--- config.mk ---
export PLATFORM = sky130hd
export DESIGN_NAME = seq_mult_flat
export DESIGN_NICKNAME = d
export VERILOG_FILES = /design/src/rtl/seq_mult_if.sv /design/src/rtl/seq_mult.sv /design/src/flat_wrapper.sv
export SDC_FILE = /design/constraint.sdc
export NUM_CORES = 1
export LEC_CHECK = 0
export BUFFER_PORTS_ARGS = -buffer_cell sky130_fd_sc_hd__clkbuf_2
export CAP_MARGIN = 30
export CELL_PAD_IN_SITES_DETAIL_PLACEMENT = 0
export CELL_PAD_IN_SITES_GLOBAL_PLACEMENT = 1
export CORE_MARGIN = 2
export CORE_UTILIZATION = 51
export CTS_BUF_LIST = sky130_fd_sc_hd__clkbuf_2 sky130_fd_sc_hd__clkbuf_4 sky130_fd_sc_hd__clkbuf_8
export CTS_CLUSTER_SIZE = 28
export DETAILED_ROUTE_END_ITERATION = 10
export GPL_ROUTABILITY_DRIVEN = 0
export PLACE_DENSITY = 0.89
export REMOVE_ABC_BUFFERS = 1
export SYNTH_ARGS = -nofsm -noshare
export SYNTH_HDL_FRONTEND = slang
export SYNTH_SLANG_ARGS = --single-unit
--- constraint.sdc ---
create_clock -name clk -period 6.7 [get_ports clk]
set_input_delay 1.34 -clock clk [delete_from_list [all_inputs] [get_ports clk]]
set_output_delay 1.34 -clock clk [all_outputs]
set_load 0.05 [all_outputs]
--- src/rtl/seq_mult_if.sv ---
// Handshake and operand/result bundle for the sequential shift-add multiplier.
interface seq_mult_if #(parameter int WIDTH = 16);
    logic                 start;
    logic [WIDTH-1:0]     a;
    logic [WIDTH-1:0]     b;
    logic                 sgn;
    logic [2*WIDTH-1:0]   product;
    logic                 busy;
    logic                 done;

    modport master (output start, a, b, sgn, input product, busy, done);
    modport slave  (input start, a, b, sgn, output product, busy, done);
endinterface

--- src/rtl/seq_mult.sv ---
// Sequential shift-add multiplier, signed or unsigned operands.
// Multiplies magnitudes and applies the sign once at the end.
module seq_mult #(
    parameter int WIDTH = 16
) (
    input  logic      clk,
    input  logic      rst_n,
    seq_mult_if.slave bus
);
    typedef enum logic [1:0] {IDLE = 2'd0, CALC = 2'd1, DONE = 2'd2} state_t;

    state_t             state, state_nxt;
    logic [2*WIDTH-1:0] ma;
    logic [WIDTH-1:0]   mb;
    logic [2*WIDTH-1:0] acc;
    logic [2*WIDTH-1:0] product_q;
    logic               neg;

    // One extra bit keeps |-2^(WIDTH-1)| exact.
    logic               a_neg, b_neg;
    logic [WIDTH:0]     a_ext, a_mag;
    logic [WIDTH-1:0]   b_mag;

    assign a_neg = bus.sgn & bus.a[WIDTH-1];
    assign b_neg = bus.sgn & bus.b[WIDTH-1];
    assign a_ext = {a_neg, bus.a};
    assign a_mag = a_neg ? -a_ext : a_ext;
    assign b_mag = b_neg ? -bus.b : bus.b;

    always_ff @(posedge clk or negedge rst_n) begin
        if (!rst_n) state <= IDLE;
        else        state <= state_nxt;
    end

    always_comb begin
        state_nxt = state;
        case (state)
            IDLE:    if (bus.start) state_nxt = CALC;
            CALC:    if (mb == '0)  state_nxt = DONE;
            DONE:    state_nxt = IDLE;
            default: state_nxt = IDLE;
        endcase
    end

    always_ff @(posedge clk or negedge rst_n) begin
        if (!rst_n) begin
            ma        <= '0;
            mb        <= '0;
            acc       <= '0;
            neg       <= 1'b0;
            product_q <= '0;
        end else begin
            case (state)
                IDLE: if (bus.start) begin
                    ma  <= {{(WIDTH-1){1'b0}}, a_mag};
                    mb  <= b_mag;
                    neg <= a_neg ^ b_neg;
                    acc <= '0;
                end
                CALC: if (mb != '0) begin
                    if (mb[0]) acc <= acc + ma;
                    ma <= ma << 1;
                    mb <= mb >> 1;
                end else begin
                    product_q <= neg ? -acc : acc;
                end
                default: ;
            endcase
        end
    end

    assign bus.product = product_q;
    assign bus.busy    = (state == CALC);
    assign bus.done    = (state == DONE);
endmodule
--- src/flat_wrapper.sv ---
// flat-port wrapper written by rule: the top's interface ports become plain ports
module seq_mult_flat 
#(
    parameter int WIDTH = 16
)
  (clk, rst_n, bus_start, bus_a, bus_b, bus_sgn, bus_product, bus_busy, bus_done);
  seq_mult_if #(.WIDTH(WIDTH)) bus_i ();
  input  logic clk;
  input  logic rst_n;
  input wire logic [$bits(bus_i.start)-1:0] bus_start;
  input wire logic [$bits(bus_i.a)-1:0] bus_a;
  input wire logic [$bits(bus_i.b)-1:0] bus_b;
  input wire logic [$bits(bus_i.sgn)-1:0] bus_sgn;
  output wire logic [$bits(bus_i.product)-1:0] bus_product;
  output wire logic [$bits(bus_i.busy)-1:0] bus_busy;
  output wire logic [$bits(bus_i.done)-1:0] bus_done;
  assign bus_i.start = bus_start;
  assign bus_i.a = bus_a;
  assign bus_i.b = bus_b;
  assign bus_i.sgn = bus_sgn;
  assign bus_product = bus_i.product;
  assign bus_busy = bus_i.busy;
  assign bus_done = bus_i.done;
  seq_mult #(.WIDTH(WIDTH)) u_core (.clk(clk), .rst_n(rst_n), .bus(bus_i));
endmodule
==> out/metrics.sh, run 1 <==
RUN_STATUS='completed'
CTS_SETUP_BUFFERS=0
DP.FINAL_HPWL_MM=12.18
CLOCKROOTBUFFER='clkbuf_8'
WORSTSETUPSTARTPOINTTYPE='flip-flop'
CRITPATHREQUIREDTIME_NS=5.36
MAXIMUM_NUMBER_OF_PINS_ON_ONE_NET_BEFORE_GLOBAL_ROUTE_REPAIR=75
WORST_SLACK_NS=3.406
GRT_ANTENNA_BEFORE_REPAIR=0
HOLD_PATH.CLASS='flip-flop to flip-flop'
SYNTH.CELL_AREA_SQ_MM=0.007308
AREA.GROWTH.SYNTH_TO_FINAL_PCT=11.98
GRT_USAGE_PCT=23.72
ROUTED_WIRELENGTH_MM=16.83
FIRST_GLOBAL_VIAS=6048
NETSWITCHINGPOWER_W=0.001944
DIEWIDTH_UM=123.7
DRTANTENNAVIOLNETS=0
EFFECTIVE_UTILIZATION_AT_FLOORPLAN_PCT=52.45
R2R.WORST_PATH.CELLS=13
IOPINCOUNT=70
FINAL_CELL_COUNT_NO_FILL=1091
SWSHARE_PCT=47.43
RRSETUPSLACK_NS=3.47
SYNTH_SEQ_AREA_SHARE_PCT=39.38
CLKSINKCOUNT=115
CRIT_FANOUT=16
TRITONCTS='yes'
PLACE_WS_NS=3.342
DIEHEIGHT_UM=123.7
POWER.COMBINATIONAL.FRACTION_PCT=52.5
SEQUENTIAL_CELL_AREA_SQ_MM=0.002878
GLOBALROUTEOVERFLOWTOTAL=0
NUMBER_OF_BUFFERS_ON_THE_LONGEST_CLOCK_PATH=2
POST-ROUTE-PERIOD-UTIL_PCT=49.16
NUM_ANTENNA_CELLS=0
FINAL_AREA_SQ_MM=0.008184
CLOCK_TREE.HTREE_LEVEL_COUNT=4
POWER_DENSITY_mW_PER_MM2=500.7
SYNTH.LIB_CELLS_USED.DISTINCT=57
POST-SYNTH-TOP-AREA-FRACTION_PCT=39.38
WIRE_LENGTH_OF_THE_FIRST_GLOBAL_ROUTING_PASS_MM=28.65
FP.DIEAREA_SQ_MM=0.01530
CTS_MADE_BUFFERS=17
DETAIL_ROUTE.FIRST_PASS.ITERATIONS=7
DRIVE_ABOVE_1_SHARE_PCT=13.94
LEAKAGE_nW=3.785
YOSYSMOSTFREQUENTCELL='dfrtp_1'
WL_MET2_MM=7.905
TIGHTESTPINTRANSITION_NS=0.9583
PLACED_CELL_AREA_SQ_MM=0.007790
SEQPWRFRAC_PCT=31.5
NUMPORTBUFFERS=69
FINAL.HOLD.WORST_SLACK_NS=0.5081
NETLIST_TOP_CELLS_AREA='dfrtp_1 (39%), a21oi_1 (7.0%), ha_1 (5.8%)'
INTERNAL-POWER_W=0.002154
POST_CTS.RESIZED_INSTANCES=0
CLK_PIN_SLEW_NS=0.06
SYNTHDOMINANTAREACELLTYPE='dfrtp_1'
DPL.CELL_COUNT=1061
GATE_COUNT_OF_THE_MAPPED_NETLIST=845
CP-END-KIND='output port'
DRCVIOLATIONCOUNT=0
CRITICAL_PATH_ARRIVAL_NS=1.95
DR_TOTAL_VIAS=6320
WORST_HOLD_STARTPOINT='u_core.mb[2]'
HOLD_PATH_DEPTH=2
DRV_CAP=0
ASYNC_FLOP_SHARE_PCT=100.0
FINALSETUPTNS_NS=0
SYNTHESIS.AREA_PER_INSTANCE_SQ_UM=8.649
DR.FIRST_ITER.DRC_COUNT=355
VIA_PER_INST=5.793
SLEW_HEADROOM_PCT=36.12
TIMING.FINAL.CRIT_PERIOD_NS=3.294
YOSYSWARNINGCOUNT=0
FMAXACHIEVABLE_MHz=303.6
TIMING_WORST_SETUP_PATH_TYPE='flip-flop to output port'
RSZ_0062_RAISED_AFTER_GLOBAL_ROUTING='no'
CLOCK_SKEW_NS=0.01341
FINAL-SETUP-VIOL-COUNT=0
ROWS=43
HOLD_VIOL_FINAL=0
SLEW_VIOL_FINAL=0
POSTCTSHOLDBUFS=0
WORST_SKEW_LATE_LATENCY_NS=0.45
CORE_AREA_SQ_MM=0.01393
SYNTH.FF_LATCH_COUNT=115
SYNTH_ENABLE_FLOP_CELLS=0
SYNTH.CELLS.MOST_FREQUENT='dfrtp_1 (115), nand2_1 (108), a21oi_1 (102), nor2_1 (87), o21ai_0 (78)'
MIN_TO='u_core.mb[2]'
NUM-NETS-FINAL=971
MET1WIRELENGTH_MM=7.697
AVG_WL_PER_CELL_UM=15.42
SYNTH-MAIN-FF-CELL='dfrtp_1'
FILLERS=1255
TIMING.RR.START='u_core.acc[0]'
IR_WORST_VDD_V=0.0003326
TOP_SIGNAL_LAYER_USED='met4'
POWER.CLOCK.FRACTION_PCT=15.9
MULTI_INPUT_LOGIC_AREA_SQ_MM=0.004207
ROUTE.MET3.WL_UM=868
R2R_END='u_core.acc[30]'
-- worst max path at each step --
| stage | from | to | slack (ns) | depth (start not counted) |
|---|---|---|---|---|
| 3_5_place_dp | bus_a[4] | u_core.ma[13] | 3.34 | 9 |
| 2_1_floorplan | u_core.state[1] | u_core.mb[10] | 1.07 | 5 |
| 5_1_grt | u_core.acc[0] | u_core.acc[30] | 3.22 | 13 |
| 6_report | u_core.state[1] | bus_busy | 3.41 | 3 |
| 4_1_cts | u_core.state[1] | bus_busy | 3.36 | 3 |
| 3_3_place_gp | bus_a[4] | u_core.ma[13] | 3.44 | 9 |
-- layer usage --
metal  track usage [%]  vias up
met2             38.29      174
met5                 0        -
met1             31.45     2973
met3             4.991       37
met4             8.807        0
li1                  -     3136
-- worst max-delay path, cell delays in order (launching register included) --
cell and delay, ns:
dfrtp_1 0.40, nand2b_1 0.61, inv_2 0.20, clkbuf_2 0.30
-- layout by cell type (no fill, tap or decap), drive strengths merged, types with 4 or more instances in the layout --
| cell | instances |
|---|---|
| dfrtp | 115 |
| nand2 | 108 |
| a21oi | 102 |
| clkbuf | 93 |
| nor2 | 88 |
| o21ai | 78 |
| xor2 | 46 |
| ha | 34 |
| xnor2 | 29 |
| a22o | 24 |
| o31ai | 18 |
| a21o | 17 |
| inv | 16 |
| nand3 | 11 |
| nor3 | 10 |
| nor2b | 9 |
| o41ai | 9 |
| or4 | 9 |
| a31oi | 8 |
| nand2b | 8 |
| or3 | 8 |
| buf | 8 |
| nor4 | 7 |
| o211ai | 6 |
| o21a | 5 |
| mux2 | 4 |
| and3 | 4 |
-- flip-flops by register name, summed over array words and instances (netlist names) --
register,flops
u_core.acc,32
u_core.bus.product,32
u_core.ma,32
u_core.mb,16
u_core.neg,1
u_core.state,2
-- cell families (layout without fill, tap and decap cells) --
group	Yosys count	after routing	share of synthesized area (%)
adder cells (fa/ha/maj)	35	35	6.095
AO/OA/AOI/OAI	284	284	24.04
flip-flops	115	115	39.38
XOR/XNOR	75	75	8.988
AND/OR/NAND/NOR	273	273	17.19
multiplexers	7	7	1.027
buffers and inverters	56	122	3.287
-- metrics by stage --
step | util, % | total power [W]
2_1_floorplan | - | 0.002905
3_3_place_gp | 55.71 | 0.003359
3_5_place_dp | 55.90 | 0.003447
4_1_cts | 58.73 | 0.004117
5_1_grt | 58.73 | 0.004441
6_report | 58.73 | 0.004098
-- area by class of cell --
| cell class | count | share of cell area (%) |
|---|---|---|
| Inverter | 16 | 0.7338 |
| Tap cell | 180 | 2.752 |
| Sequential cell | 115 | 35.16 |
| Clock buffer | 25 | 3.898 |
| Multi-Input combinational cell | 674 | 51.40 |
| Clock inverter | 5 | 0.9173 |
| Timing Repair Buffer | 76 | 5.137 |
-- power groups by stage --
stage               Clock (W)  Combinational, W  Sequential, W
floorplan                   0           0.00136        0.00155
global placement            0           0.00205        0.00131
detailed placement          0           0.00214        0.00130
CTS                  0.000670           0.00216        0.00129
global route         0.000695           0.00241        0.00134
finish               0.000653           0.00215        0.00129
No activity file was read; power rests on OpenSTA's default activity.
==> inputs of run 2 (changes only) <==
--- a/config.mk
+++ b/config.mk
@@ -5,17 +5,18 @@
 export SDC_FILE = /design/constraint.sdc
 export NUM_CORES = 1
 export LEC_CHECK = 0
+export ABC_AREA = 1
 export BUFFER_PORTS_ARGS = -buffer_cell sky130_fd_sc_hd__clkbuf_2
 export CAP_MARGIN = 30
 export CELL_PAD_IN_SITES_DETAIL_PLACEMENT = 0
 export CELL_PAD_IN_SITES_GLOBAL_PLACEMENT = 1
 export CORE_MARGIN = 2
-export CORE_UTILIZATION = 51
+export CORE_UTILIZATION = 40
 export CTS_BUF_LIST = sky130_fd_sc_hd__clkbuf_2 sky130_fd_sc_hd__clkbuf_4 sky130_fd_sc_hd__clkbuf_8
 export CTS_CLUSTER_SIZE = 28
 export DETAILED_ROUTE_END_ITERATION = 10
 export GPL_ROUTABILITY_DRIVEN = 0
-export PLACE_DENSITY = 0.89
+export PLACE_DENSITY = 0.79
 export REMOVE_ABC_BUFFERS = 1
 export SYNTH_ARGS = -nofsm -noshare
 export SYNTH_HDL_FRONTEND = slang
==> constraint.sdc (replaced) <==
create_clock -name clk -period 2.7 [get_ports clk]
set_input_delay 0.54 -clock clk [delete_from_list [all_inputs] [get_ports clk]]
set_output_delay 0.54 -clock clk [all_outputs]
set_load 0.05 [all_outputs]
==> run 2 against run 1 <==
Cell area grew 18%; power grew to 2.9 times the previous value; synthesized area grew 17%; final cell count grew 56%; sequential power grew 150%; clock power grew to 2.6 times the previous value; largest cell class unchanged; highest routed layer unchanged; die area grew 48%; critical path depth grew 10.
==> out/metrics.sh, run 2 <==
RUN_STATUS='completed'
CRITICAL_PATH.TOP_DELAY_FAMILY='simple AND/OR/NAND/NOR gates'
POST-ROUTE-PERIOD-UTIL_PCT=78.84
SYNTH_ENABLE_FLOP_CELLS=0  # unchanged
DETAIL_ROUTE.FIRST_PASS.ITERATIONS=5  # -2
WORST_SKEW_LATE_LATENCY_NS=0.44  # about the same
FILLERS=2243  # +79%
NUM_ANTENNA_CELLS=0  # unchanged
SYNTH-MAIN-FF-CELL='dfrtp_1'
TIMING.FINAL.CRIT_PERIOD_NS=2.129
DR.FIRST_ITER.DRC_COUNT=650  # +83%
MAXIMUM_NUMBER_OF_PINS_ON_ONE_NET_BEFORE_GLOBAL_ROUTE_REPAIR=116  # +55%
CRIT_FANOUT=4  # -12
RRSETUPSLACK_NS=0.57  # -2.90 ns
SLEW_VIOL_FINAL=0  # unchanged
GRT_ANTENNA_BEFORE_REPAIR=0  # unchanged
TRITONCTS='yes'
MET1WIRELENGTH_MM=11.86  # +54%
FIRST_GLOBAL_VIAS=7925  # +31%
SYNTH.CELL_AREA_SQ_MM=0.008558  # +17%
WORST_SLACK_NS=0.5714  # -2.835 ns
POST_CTS.RESIZED_INSTANCES=0  # unchanged
TIGHTESTPINTRANSITION_NS=0.7557  # -0.2026 ns
PLACE_WS_NS=0.5895  # -2.752 ns
DRTANTENNAVIOLNETS=0  # unchanged
DR_TOTAL_VIAS=8456  # +34%
TIMING.RR.START='u_core.acc[0]'
NETLIST_TOP_CELLS_AREA='dfrtp_1 (34%), nand2_1 (21%), inv_1 (8.5%)'
CTS_MADE_BUFFERS=17  # unchanged
CTS_SETUP_BUFFERS=0  # unchanged
R2R.WORST_PATH.CELLS=13  # unchanged
MULTI_INPUT_LOGIC_AREA_SQ_MM=0.004773  # +13%
WORSTSETUPSTARTPOINT='u_core.acc[0]'
SLOWEST_STAGE='fa_1'
MOST-COMMON-LAYOUT-CELLS='nand2_1 (476), inv_1 (194), nor2_1 (123), nand3_1 (123), dfrtp_1 (115)'
NUM-NETS-FINAL=1487  # +53%
SLEW_HEADROOM_PCT=49.57  # +13 points
IR_WORST_VDD_V=0.0004635  # +39%
YOSYSMOSTFREQUENTCELL='nand2_1'
ROUTE.MET3.WL_UM=928  # +6.9%
GRT_USAGE_PCT=22.29  # -1.4 points
CP-END-KIND='flip-flop'
VIA_PER_INST=4.962  # -14%
FMAXACHIEVABLE_MHz=469.8
SYNTHESIS.AREA_PER_INSTANCE_SQ_UM=6.339  # -27%
DRIVE_ABOVE_1_SHARE_PCT=8.677  # -5.3 points
DIEWIDTH_UM=150.3  # +21%
IOPINCOUNT=70  # unchanged
TIMING.CRITICAL_PATH.CELLS='ha_1 -> inv_1 -> fa_1 -> inv_1 -> nand3_1 -> nand3_1 -> nand3_1 -> nand3_1 -> nand2_1 -> nand2_1 -> nand2_1 -> nand3_1 -> nand2_1'
EFFECTIVE_UTILIZATION_AT_FLOORPLAN_PCT=40.71  # -12 points
AVG_WL_PER_CELL_UM=14.07  # -8.8%
DIEHEIGHT_UM=150.3  # +21%
RSZ_0062_RAISED_AFTER_GLOBAL_ROUTING='no'
SYNTH.CELLS.MOST_FREQUENT='nand2_1 (476), inv_1 (194), nand3_1 (124), nor2_1 (123), dfrtp_1 (115)'
CORE_AREA_SQ_MM=0.02102  # +51%
SYNTH.FF_LATCH_COUNT=115  # unchanged
POSTCTSHOLDBUFS=0  # unchanged
CLOCK_SKEW_NS=0.008814  # -0.004596 ns
POWER_DENSITY_mW_PER_MM2=1215  # +140%
DRV_CAP=0  # unchanged
WIRE_LENGTH_OF_THE_FIRST_GLOBAL_ROUTING_PASS_MM=39.76  # +39%
TIMING_WORST_SETUP_PATH_TYPE='flip-flop to flip-flop'
GLOBALROUTEOVERFLOWTOTAL=0  # unchanged
DRCVIOLATIONCOUNT=0  # unchanged
WORST-PATH-BUF-INV=2  # unchanged
MAXIMUM_CELL_STAGE_DELAY_ALONG_THE_CRITICAL_PATH_NS=0.41  # -0.20 ns
POST-SYNTH-TOP-AREA-FRACTION_PCT=33.63  # -5.8 points
WL_MET2_MM=10.80  # +37%
CRITICAL_PATH_ARRIVAL_NS=2.46  # +0.51 ns
NUMPORTBUFFERS=69  # unchanged
SYNTHDOMINANTAREACELLTYPE='dfrtp_1'
GATE_COUNT_OF_THE_MAPPED_NETLIST=1350  # +60%
CRIT_TOP_CELL='nand3_1'
WORSTSETUPPATHDEPTH=13  # +10
DP.FINAL_HPWL_MM=18.22  # +50%
CLKSINKCOUNT=115  # unchanged
ASYNC_FLOP_SHARE_PCT=100.0  # unchanged
FINAL-SETUP-VIOL-COUNT=0  # unchanged
CLOCKROOTBUFFER='clkbuf_8'
CRITPATHREQUIREDTIME_NS=3.03  # -2.33 ns
YOSYSWARNINGCOUNT=0  # unchanged
HOLD_PATH.CLASS='input pin to asynchronous set/reset pin'
FP.DIEAREA_SQ_MM=0.02258  # +48%
TOP_SIGNAL_LAYER_USED='met4'
SEQUENTIAL_CELL_AREA_SQ_MM=0.002878  # unchanged
NUMBER_OF_BUFFERS_ON_THE_LONGEST_CLOCK_PATH=2  # unchanged
LEAKAGE_nW=5.252  # +39%
WORSTSETUPSTARTPOINTTYPE='flip-flop'
CLOCK_TREE.HTREE_LEVEL_COUNT=4  # unchanged
FINALSETUPTNS_NS=0  # unchanged
SYNTH_SEQ_AREA_SHARE_PCT=33.63  # -5.8 points
ROUTED_WIRELENGTH_MM=23.98  # +43%
HOLD_VIOL_FINAL=0  # unchanged
AREA.GROWTH.SYNTH_TO_FINAL_PCT=12.53
LAYOUT_COMMONEST_CELL='nand2_1'
SYNTH.LIB_CELLS_USED.DISTINCT=33  # -42%
CLK_PIN_SLEW_NS=0.08  # +0.02 ns
ROWS=53  # +23%
run 2: cell types whose count changed after synthesis, sizes merged, moves of 16 or more:
cell	delta
nand2	+368
inv	+181
nand3	+113
a21oi	-50
nor2	+37
xor2	-29
clkbuf	-25
a22o	-24
buf	+21
xnor2	-18
a21o	-16
run 2: path summary, 6_finish.rpt:
check | end
max in group asynchronous | u_core.acc[1]
setup reg to reg | u_core.acc[28]
min in group clk | u_core.mb[0]
hold / removal | u_core.ma[8]
setup / recovery | u_core.acc[28]
hold reg to reg | u_core.bus.product[27]
run 2: layout make-up:
class	count	share of cell area [%]
Clock buffer	21	3.001
Clock inverter	11	1.299
Inverter	198	7.717
Multi-Input combinational cell	1001	49.56
Sequential cell	115	29.88
Tap cell	275	3.573
Timing Repair Buffer	83	4.963
run 2: metrics by stage:
step | area [sq um] | total power (W) | hold slack, ns | util, % | cells
finish | 9630 | 0.01170 | 0.1237 | 45.81 | 1704
global route | 9630 | 0.01291 | 0.2432 | 45.81 | 1704
CTS | 9630 | 0.01176 | 0.2104 | 45.81 | 1704
detailed placement | 9216 | 0.01003 | 0.4652 | 43.84 | 1672
global placement | 9216 | 0.009956 | 0.4611 | 43.84 | 1672
floorplan | 8386 | 0.008064 | 0.2444 | - | 1314
run 2: logic make-up after synthesis:
logic type | count (synthesis) | share of synthesized area (%)
XOR/XNOR | 28 | 2.865
AO/OA/AOI/OAI | 168 | 10.67
buffers and inverters | 234 | 10.70
adder cells (fa/ha/maj) | 35 | 5.205
flip-flops | 115 | 33.63
AND/OR/NAND/NOR | 770 | 36.93
run 2: routing by layer:
layer	global-route usage, %	vias up
met5	0	-
met4	6.038	0
met3	3.121	24
met2	36.07	188
met1	31.22	3823
li1	-	4421
run 2: report_power, final:
group	switching [W]	internal (W)	total, W
Combinational	0.00460	0.00223	0.00683
Sequential	0.000731	0.00245	0.00319
Clock	0.000771	0.000920	0.00169
==> inputs of run 3 (changes only) <==
--- a/config.mk
+++ b/config.mk
@@ -5,18 +5,18 @@
 export SDC_FILE = /design/constraint.sdc
 export NUM_CORES = 1
 export LEC_CHECK = 0
-export ABC_AREA = 1
+export ABC_AREA = 0
 export BUFFER_PORTS_ARGS = -buffer_cell sky130_fd_sc_hd__clkbuf_2
 export CAP_MARGIN = 30
 export CELL_PAD_IN_SITES_DETAIL_PLACEMENT = 0
 export CELL_PAD_IN_SITES_GLOBAL_PLACEMENT = 1
 export CORE_MARGIN = 2
-export CORE_UTILIZATION = 40
+export CORE_UTILIZATION = 47
 export CTS_BUF_LIST = sky130_fd_sc_hd__clkbuf_2 sky130_fd_sc_hd__clkbuf_4 sky130_fd_sc_hd__clkbuf_8
 export CTS_CLUSTER_SIZE = 28
 export DETAILED_ROUTE_END_ITERATION = 10
 export GPL_ROUTABILITY_DRIVEN = 0
-export PLACE_DENSITY = 0.79
+export PLACE_DENSITY = 0.83
 export REMOVE_ABC_BUFFERS = 1
 export SYNTH_ARGS = -nofsm -noshare
 export SYNTH_HDL_FRONTEND = slang
==> constraint.sdc (replaced) <==
create_clock -name clk -period 2.1 [get_ports clk]
set_input_delay 0.42 -clock clk [delete_from_list [all_inputs] [get_ports clk]]
set_output_delay 0.42 -clock clk [all_outputs]
set_load 0.05 [all_outputs]
==> run 3 against run 2 <==
Global-route usage increased by 3.1 points; combinational power is 51% higher; clock-buffer cell count increased by 1; sequential share of layout area down 2.0 points; die area decreased by 27%; maximum frequency is 28% lower; the flow now finishes with violations (negative setup slack); final cell count decreased by 24%; wire length is 13% lower; clock power increased by 9%; register-to-register slack got worse by 1.4 ns.
==> out/metrics.sh, run 3 (synthesis gave the netlist of run 1 again) <==
RUN_STATUS='finished with violations'
VIOLATIONS='negative setup slack'
NUM-NETS-FINAL=1173  # -21%
SLEW_HEADROOM_PCT=53.39  # +3.8 points
POST-ROUTE-PERIOD-UTIL_PCT=140.8  # +62 points
HOLD_PATH.CLASS='input pin to flip-flop'
DRTANTENNAVIOLNETS=0  # unchanged
POWER.COMBINATIONAL.FRACTION_PCT=64.0  # +5.7 points
MIN_TO='u_core.neg'
CP-END-KIND='flip-flop'
CRIT_FANOUT=5  # +1
CRITPATHREQUIREDTIME_NS=2.41  # -0.62 ns
NUM_ANTENNA_CELLS=0  # unchanged
MAXIMUM_NUMBER_OF_PINS_ON_ONE_NET_BEFORE_GLOBAL_ROUTE_REPAIR=68  # -41%
DIEHEIGHT_UM=128.7  # -14%
R2R_END='u_core.bus.product[29]'
IR_WORST_VDD_V=0.0006807  # +47%
PLACE_WS_NS=-0.9361  # -1.526 ns
DR_TOTAL_VIAS=7170  # -15%
TIMING_WORST_SETUP_PATH_TYPE='flip-flop to flip-flop'
INTERNAL-POWER_W=0.008725  # +56%
WORST_HOLD_STARTPOINT='bus_a[15]'
TIMING.FINAL.CRIT_PERIOD_NS=2.956  # +0.8276 ns
NUMBER_OF_BUFFERS_ON_THE_LONGEST_CLOCK_PATH=2  # unchanged
CRITICAL_PATH_ARRIVAL_NS=3.27  # +0.81 ns
RRSETUPSLACK_NS=-0.86  # -1.43 ns
CLKSINKCOUNT=115  # unchanged
CLOCK_SKEW_NS=0.007402  # -0.001411 ns
FIRST_GLOBAL_VIAS=7192  # -9.2%
EFFECTIVE_UTILIZATION_AT_FLOORPLAN_PCT=48.07  # +7.4 points
CLOCKROOTBUFFER='clkbuf_8'
ROUTED_WIRELENGTH_MM=20.81  # -13%
HOLD_PATH_DEPTH=4
AREA.GROWTH.SYNTH_TO_FINAL_PCT=41.26
TRITONCTS='yes'
FILLERS=1193  # -47%
SWSHARE_PCT=45.74  # -6.4 points
GLOBALROUTEOVERFLOWTOTAL=0  # unchanged
CLK_PIN_SLEW_NS=0.06  # -0.02 ns
LAYOUT_COMMONEST_CELL='buf_4'
AVG_WL_PER_CELL_UM=16.00  # +14%
FMAXACHIEVABLE_MHz=338.3  # -28%
SEQPWRFRAC_PCT=24.5  # -2.7 points
R2R.WORST_PATH.CELLS=8  # -5
DIEWIDTH_UM=128.7  # -14%
GRT_ANTENNA_BEFORE_REPAIR=0  # unchanged
DP.FINAL_HPWL_MM=14.43  # -21%
WORST_SKEW_LATE_LATENCY_NS=0.44  # about the same
DRV_CAP=0  # unchanged
ROWS=45  # -15%
FINAL.HOLD.WORST_SLACK_NS=0.3392  # +0.2155 ns
FP.DIEAREA_SQ_MM=0.01656  # -27%
DR.FIRST_ITER.DRC_COUNT=295  # -55%
SLEW_VIOL_FINAL=0  # unchanged
CORE_AREA_SQ_MM=0.01520  # -28%
FINAL-SETUP-VIOL-COUNT=44  # +44
FINAL_AREA_SQ_MM=0.01032  # +7.2%
GRT_USAGE_PCT=25.42  # +3.1 points
HOLD_VIOL_FINAL=0  # unchanged
CTS_MADE_BUFFERS=17  # unchanged
DRIVE_ABOVE_1_SHARE_PCT=36.33  # +28 points
CLOCK_TREE.HTREE_LEVEL_COUNT=4  # unchanged
RSZ_0062_RAISED_AFTER_GLOBAL_ROUTING='yes'
LEAKAGE_nW=4.877  # -7.1%
PLACED_CELL_AREA_SQ_MM=0.009104  # -1.2%
POWER_DENSITY_mW_PER_MM2=1557  # +28%
WORSTSETUPSTARTPOINT='u_core.acc[14]'
WORSTSETUPSTARTPOINTTYPE='flip-flop'
IOPINCOUNT=70  # unchanged
TIMING.RR.START='u_core.acc[14]'
NETSWITCHINGPOWER_W=0.007354  # +21%
DRCVIOLATIONCOUNT=0  # unchanged
FIN_TOTAL_PWR_W=0.01608  # +37%
WIRE_LENGTH_OF_THE_FIRST_GLOBAL_ROUTING_PASS_MM=33.83  # -15%
NUMPORTBUFFERS=69  # unchanged
DETAIL_ROUTE.FIRST_PASS.ITERATIONS=5  # unchanged
WORST_SLACK_NS=-0.8562  # -1.428 ns
MOST-COMMON-LAYOUT-CELLS='buf_4 (181), dfrtp_1 (113), nand2_1 (103)'
POWER.CLOCK.FRACTION_PCT=11.5  # -3.0 points
VIA_PER_INST=5.515  # +11%
TIGHTESTPINTRANSITION_NS=0.6816  # -0.07407 ns
run 3: area by class of cell:
cell class | instances | area (sq um) | share of cell area (%)
clock inverter | 7 | 60.06 | 0.5817
inverter | 16 | 60.06 | 0.5817
timing repair buffer | 278 | 2092 | 20.26
multi-input combinational | 674 | 4712 | 45.64
clock buffer | 22 | 284.0 | 2.751
tap | 188 | 235.2 | 2.279
sequential | 115 | 2880 | 27.90
run 3: stage by stage:
step,cells,util (%),setup TNS [ns]
floorplan,805,-,-176.20
global placement,1235,59.88,-19.55
detailed placement,1235,59.88,-21.69
CTS,1285,65.99,-17.89
global route,1300,67.91,-27.10
finish,1300,67.91,-22.53
run 3: worst max-delay path by stage:
stage / endpoint / slack (ns)
after global placement: u_core.bus.product[26] / -0.88
after floorplan: u_core.mb[10] / -3.53
after detailed placement: u_core.bus.product[26] / -0.94
final: u_core.bus.product[29] / -0.86
after CTS: u_core.bus.product[25] / -0.86
after global routing: u_core.bus.product[25] / -0.95
run 3: power groups by stage:
stage	registers, W	clock network [W]	logic [W]
4_1_cts	0.00391	0.00191	0.00982
3_3_place_gp	0.00386	0	0.00877
3_5_place_dp	0.00391	0	0.00905
5_1_grt	0.00404	0.00198	0.0112
6_report	0.00393	0.00185	0.0103
2_1_floorplan	0.00468	0	0.00449
run 3: what timing repair did:
item,CTS,global route
hold buffers,1,0
pin swaps,63,64
endpoints found under the hold margin,27,0
setup buffers,22,16
cloned,0,0
resized for setup,94,40
setup endpoints to repair,42,47
run 3: worst max-delay path, stage by stage (launching register included):
cell      delay [ns]
dfrtp_1         0.41
buf_4           0.17
or4_2           0.75
or3_4           0.37
nand2b_4        0.15
or4_4           0.47
o41ai_4         0.23
xor2_1          0.19
a21oi_1         0.09
run 3: metal layers:
metal  global-route usage, %  routed length (um)  part of all wire, %
met1                   32.26                9147                   44
met5                       0                   0                    0
met4                   8.951                 444                  2.1
met2                   44.04               10290                   49
met3                   4.116                 927                  4.5
